<file path="src/rtl/fifo_wr_ctrl_if.sv">
// rtl/fifo_wr_ctrl_if.sv - write-side FIFO controller signal bundle
// Producer (master) and controller (slave) views of the write-domain signals.
interface fifo_wr_ctrl_if #(
  parameter int P_SIZE = 4
);
  logic              w_inc;
  logic              ovf_clr;
  logic [P_SIZE-1:0] sync_rd_ptr;
  logic [P_SIZE-2:0] w_addr;
  logic              w_en;
  logic              full;
  logic              almost_full;
  logic [P_SIZE-1:0] wr_level;
  logic              overflow;
  logic [P_SIZE-1:0] gray_wr_ptr;

  modport master (
    output w_inc, ovf_clr, sync_rd_ptr,
    input  w_addr, w_en, full, almost_full, wr_level, overflow, gray_wr_ptr
  );

  modport slave (
    input  w_inc, ovf_clr, sync_rd_ptr,
    output w_addr, w_en, full, almost_full, wr_level, overflow, gray_wr_ptr
  );
endinterface

</file>
<file path="src/rtl/fifo_wr_ctrl.sv">
// rtl/fifo_wr_ctrl.sv - async FIFO write pointer, full/level flags and sticky overflow
// Full/level compare against the already-synchronised Gray read pointer, so they are pessimistic.
module fifo_wr_ctrl #(
  parameter int P_SIZE    = 4,
  parameter int AF_THRESH = 6
) (
  input  logic          w_clk,
  input  logic          w_rstn,
  fifo_wr_ctrl_if.slave bus
);
  localparam logic [P_SIZE-1:0] AF_LVL = P_SIZE'(AF_THRESH);

  logic [P_SIZE-1:0] wr_ptr;
  logic [P_SIZE-1:0] wr_gray_c;
  logic [P_SIZE-1:0] rd_bin;
  logic [P_SIZE-1:0] full_cmp;
  logic [P_SIZE-1:0] gray_q;
  logic              overflow_q;
  logic              full_c;
  logic              w_en_c;

  assign wr_gray_c = wr_ptr ^ (wr_ptr >> 1);

  // Full when the pointers differ only in the two MSBs of their Gray codes.
  assign full_cmp = {~bus.sync_rd_ptr[P_SIZE-1:P_SIZE-2], bus.sync_rd_ptr[P_SIZE-3:0]};
  assign full_c   = (wr_gray_c == full_cmp);
  assign w_en_c   = bus.w_inc & ~full_c;

  always_comb begin
    rd_bin = '0;
    for (int i = 0; i < P_SIZE; i++) begin
      rd_bin[i] = ^(bus.sync_rd_ptr >> i);
    end
  end

  always_ff @(posedge w_clk or negedge w_rstn) begin
    if (!w_rstn) begin
      wr_ptr     <= '0;
      gray_q     <= '0;
      overflow_q <= 1'b0;
    end else begin
      if (w_en_c) begin
        wr_ptr <= wr_ptr + P_SIZE'(1);
      end
      gray_q <= wr_gray_c;
      // A write attempt against a full FIFO outranks a simultaneous clear.
      if (bus.w_inc && full_c) begin
        overflow_q <= 1'b1;
      end else if (bus.ovf_clr) begin
        overflow_q <= 1'b0;
      end
    end
  end

  assign bus.w_addr      = wr_ptr[P_SIZE-2:0];
  assign bus.w_en        = w_en_c;
  assign bus.full        = full_c;
  assign bus.wr_level    = wr_ptr - rd_bin;
  assign bus.almost_full = (bus.wr_level >= AF_LVL);
  assign bus.overflow    = overflow_q;
  assign bus.gray_wr_ptr = gray_q;
endmodule

</file>
<file path="src/flat_wrapper.sv">
// flat-port wrapper written by rule: the top's interface ports become plain ports
module fifo_wr_ctrl_flat 
#(
  parameter int P_SIZE    = 4,
  parameter int AF_THRESH = 6
)
  (w_clk, w_rstn, bus_w_inc, bus_ovf_clr, bus_sync_rd_ptr, bus_w_addr, bus_w_en, bus_full, bus_almost_full, bus_wr_level, bus_overflow, bus_gray_wr_ptr);
  fifo_wr_ctrl_if #(.P_SIZE(P_SIZE)) bus_i ();
  input  logic w_clk;
  input  logic w_rstn;
  input wire logic [$bits(bus_i.w_inc)-1:0] bus_w_inc;
  input wire logic [$bits(bus_i.ovf_clr)-1:0] bus_ovf_clr;
  input wire logic [$bits(bus_i.sync_rd_ptr)-1:0] bus_sync_rd_ptr;
  output wire logic [$bits(bus_i.w_addr)-1:0] bus_w_addr;
  output wire logic [$bits(bus_i.w_en)-1:0] bus_w_en;
  output wire logic [$bits(bus_i.full)-1:0] bus_full;
  output wire logic [$bits(bus_i.almost_full)-1:0] bus_almost_full;
  output wire logic [$bits(bus_i.wr_level)-1:0] bus_wr_level;
  output wire logic [$bits(bus_i.overflow)-1:0] bus_overflow;
  output wire logic [$bits(bus_i.gray_wr_ptr)-1:0] bus_gray_wr_ptr;
  assign bus_i.w_inc = bus_w_inc;
  assign bus_i.ovf_clr = bus_ovf_clr;
  assign bus_i.sync_rd_ptr = bus_sync_rd_ptr;
  assign bus_w_addr = bus_i.w_addr;
  assign bus_w_en = bus_i.w_en;
  assign bus_full = bus_i.full;
  assign bus_almost_full = bus_i.almost_full;
  assign bus_wr_level = bus_i.wr_level;
  assign bus_overflow = bus_i.overflow;
  assign bus_gray_wr_ptr = bus_i.gray_wr_ptr;
  fifo_wr_ctrl #(.P_SIZE(P_SIZE), .AF_THRESH(AF_THRESH)) u_core (.w_clk(w_clk), .w_rstn(w_rstn), .bus(bus_i));
endmodule
</file>
<file path="config.mk">
export PLATFORM = sky130hd
export DESIGN_NAME = fifo_wr_ctrl_flat
export DESIGN_NICKNAME = d
export VERILOG_FILES = /design/src/rtl/fifo_wr_ctrl_if.sv /design/src/rtl/fifo_wr_ctrl.sv /design/src/flat_wrapper.sv
export SDC_FILE = /design/constraint.sdc
export NUM_CORES = 1
export LEC_CHECK = 0
export CORE_MARGIN = 2
export CORE_UTILIZATION = 41
export DETAILED_ROUTE_END_ITERATION = 10
export PLACE_DENSITY = 0.84
export SKIP_LAST_GASP = 1
export SLEW_MARGIN = 20
export SYNTH_ARGS = -nofsm -noshare
export SYNTH_HDL_FRONTEND = slang
export SYNTH_SLANG_ARGS = --single-unit
</file>
<file path="constraint.sdc">
create_clock -name w_clk -period 3.7 [get_ports w_clk]
set_input_delay 0.74 -clock w_clk [delete_from_list [all_inputs] [get_ports w_clk]]
set_output_delay 0.74 -clock w_clk [all_outputs]
set_load 0.02 [all_outputs]
</file>
==> metrics.md <==
| Metric | Value |
|---|---|
| Outcome | `completed` |
| Starting density of the core | `0.436` |
| Largest stage delay, worst path | `0.34 ns` |
| Detail-routed net length per standard cell | `12.4 um` |
| Final TNS setup | `0 ns` |
| Cell area after layout | `~920 um2` |
| Global-route usage over all layers | `0.193` |
| Hold_buf cts | `0` |
| Hold path depth | `0` |
| HP Class | `reg2reg` |
| Worst hold start | `u_core.wr_ptr[3]$_DFFE_PN0P_` |
| Synth Cell Area | `roughly 570 um2` |
| Clock-pin transition on the worst setup and hold timing paths | `0.06 ns` |
| Setup crit end kind | `primary output` |
| Pre-Repair DR Iteration Count | `2` |
| Top delay family on crit path | `XOR/XNOR gates` |
| Clk_lat worst skew | `0.27 ns` |
| Mean post-synth cell area | `11.3 um2` |
| Worst path cell trace | `dlymetal6s2s_1, xnor2_2, xor2_2, xnor2_1, ha_2, inv_1, fa_2, xnor2_2, xnor2_2, a211o_1, buf_2` |
| Root Driver | `clkbuf_4` |
| Rows | `13` |
| Post-Synthesis Cells | `50` |
| Worst reg2reg path depth | `5` |
| Met3 wire len | `72 um` |
| Maximum vdd drop | `631 uV` |
| Total power draw | `0.000971 W` |
| Via count | `roughly 460` |
| Synthesized Nets | `63` |
| Worst path most repeated cell | `xnor2_2` |
| P&R area growth vs syn | `61.6%` |
| Crit path required time | `2.96 ns` |
| WL met2 | `664 um` |
| Post-DP Area | `870 um2` |
| CP max-delay cell | `fa_2` |
| Height of the chip | `~40 um` |
| Total clock sinks | `9` |
| First-pass GRT wire length | `1.97 mm` |
| Clock Path Buffers | `2` |
| # nets final | `96` |
| Vias per cell | `4.71` |
| Setup violations, final | `0` |
| Pwr Density | `1060 nW/um2` |
| WHS Endpoint | `u_core.bus.gray_wr_ptr[3]$_DFF_PN0_` |
| Core footprint | `approximately 1300 um2` |
| Antenna-violating nets left | `0` |
| Initial antenna violation count | `0` |
| CTS tree | `built` |
| I/O pin cnt | `23` |
| Area contributors post-synth | `dfrtp_1 (40%), xor2_1 (11%), xnor2_1 (9.3%)` |
| Final HPWL from detailed placement | `about 1.0 mm` |
| Grt total ovfl | `0` |
| Clock skew | `0.00259 ns` |
| Vias in the first global route | `443` |
| CP Class | `in2out` |
| Worst R2R Start | `u_core.wr_ptr[2]$_DFFE_PN0P_` |
| Die ar. | `~1700 um2` |
| WP data arrival | `2.83 ns` |
| Slew @ Worst Pin | `0.529 ns` |
| Post-route insts no fill | `slightly below 100` |
| Worst slew margin | `0.644` |
| Flops & latches, synth | `9` |
| Tcrit/Tclk final | `0.965` |
| R2r endpoint | `u_core.wr_ptr[1]$_DFFE_PN0P_` |
| Number of diodes | `0` |
| PortBufs | `22` |
| Total CTS buffers | `3` |
| Placed Cells | `93` |
| Critical path launch point type | `input pin` |
| Setup bufs post-CTS | `0` |
| Die width | `41.2 um` |
| F_max | `0.280 GHz` |
| Detailed Route WL | `1.21 mm` |
| Max FO, Critical Path | `2` |
| Final min period | `3.57 ns` |
| Max_cap viols | `0` |
| Share of layout cells above drive strength 1 | `0.232` |
| DRC | `0` |
| Largest net degree at the start of global routing | `10` |
| Unrepaired setup endpoints after global routing | `false` |
| M1 WL | `around 440 um` |
| 1st-iter DRT viols | `4` |
| Final count of hold timing violations | `0` |
| Count of cell types in the netlist | `19` |
| Reg2reg setup slack | `roughly 1.7 ns` |
| Sequential share of the synthesized area | `0.397` |
| Leading area contributor after synthesis | `dfrtp_1` |
| Leak pwr | `0.457 nW` |
| Buffers & Inverters on Critical Path | `3` |
| Final slew viol count | `0` |
| Top cell type's share of synthesized area | `0.397` |
| H-tree Lvls | `1` |
| Top Metal Used | `met4` |
| Fin util | `0.704` |
| RD Place Congestion | `0.719` |
| Synth warn | `0` |
metal layers:
layer	vias up	track usage
met5	-	0
met1	210	0.208
li1	228	-
met3	4	0.0652
met2	15	0.332
met4	0	0.0968
registers in the layout, indices dropped and copies added (netlist names):
name                    flops
u_core.bus.gray_wr_ptr      4
u_core.wr_ptr               4
u_core.bus.overflow         1
power breakdown:
part           leakage [nW]  switching [W]   total, W  internal [W]
combinational         0.334       0.000354   0.000683      0.000330
clock                0.0150      0.0000354  0.0000770     0.0000416
sequential            0.107      0.0000594   0.000210      0.000151
layout by cell type, fill, tap and decap left out, types with 2 or more instances in the layout:
cell,count
xnor2_2,3
nor2_1,2
dlymetal6s2s_1,3
clkbuf_4,3
nand2_1,4
buf_4,7
xnor2_1,3
xor2_1,6
dfrtp_1,9
inv_1,6
dlygate4sd2_1,2
ha_1,3
clkdlybuf4s50_1,15
metrics by stage:
stage | setup slack (ns) | hold slack (ns)
after floorplan | 0.125 | 0.444
after global placement | -0.603 | 0.492
after detailed placement | -0.651 | 0.513
after CTS | -0.220 | 0.529
after global routing | 0.0179 | 0.542
final | 0.128 | 0.515
layout make-up:
| class | count | area [um2] |
|---|---|---|
| multi-input cells | 34 | 350 |
| repair buffers | 29 | 273 |
| flip-flops and latches | 9 | 225 |
| fillers | 100 | 385 |
| well taps | 15 | 18.8 |
| clock buffers | 4 | 26.3 |
| inverters | 6 | 22.5 |
worst max-delay path by stage:
stage / to / slack, ns / cells after the start / from
CTS: bus_almost_full / -0.22 / 11 / bus_sync_rd_ptr[2]
finish: bus_almost_full / 0.13 / 11 / bus_sync_rd_ptr[3]
global placement: bus_almost_full / -0.60 / 11 / bus_sync_rd_ptr[3]
global route: bus_almost_full / 0.02 / 11 / bus_sync_rd_ptr[3]
floorplan: bus_almost_full / 0.13 / 9 / bus_sync_rd_ptr[3]
detailed placement: bus_almost_full / -0.65 / 11 / bus_sync_rd_ptr[3]
synthesized netlist by cell type:
cell type  count
dfrtp_1        9
xor2_1         7
inv_1          6
xnor2_1        6
ha_1           4
nand2_1        4
nor2_1         2
a211o_1        1
a21oi_1        1
and3_1         1
clkbuf_1       1
fa_1           1
mux2_4         1
nor2b_1        1
nor4_1         1
o21ai_0        1
o22ai_1        1
o41ai_4        1
xnor3_1        1
cells by family after synthesis:
family	count (synthesis)	synth area share
buf+inv	7	0.0463
mux	1	0.0265
flops	9	0.397
compound gates	5	0.0927
xor+xnor	14	0.241
fa+ha+maj	5	0.124
simple gates	9	0.0729
what timing repair did:
action | 4_1_cts | 5_1_grt
pin swaps | 2 | 2
resized for setup | 10 | 5
endpoints found under the setup margin | 4 | 4
Power figures use the tool's default switching activity.
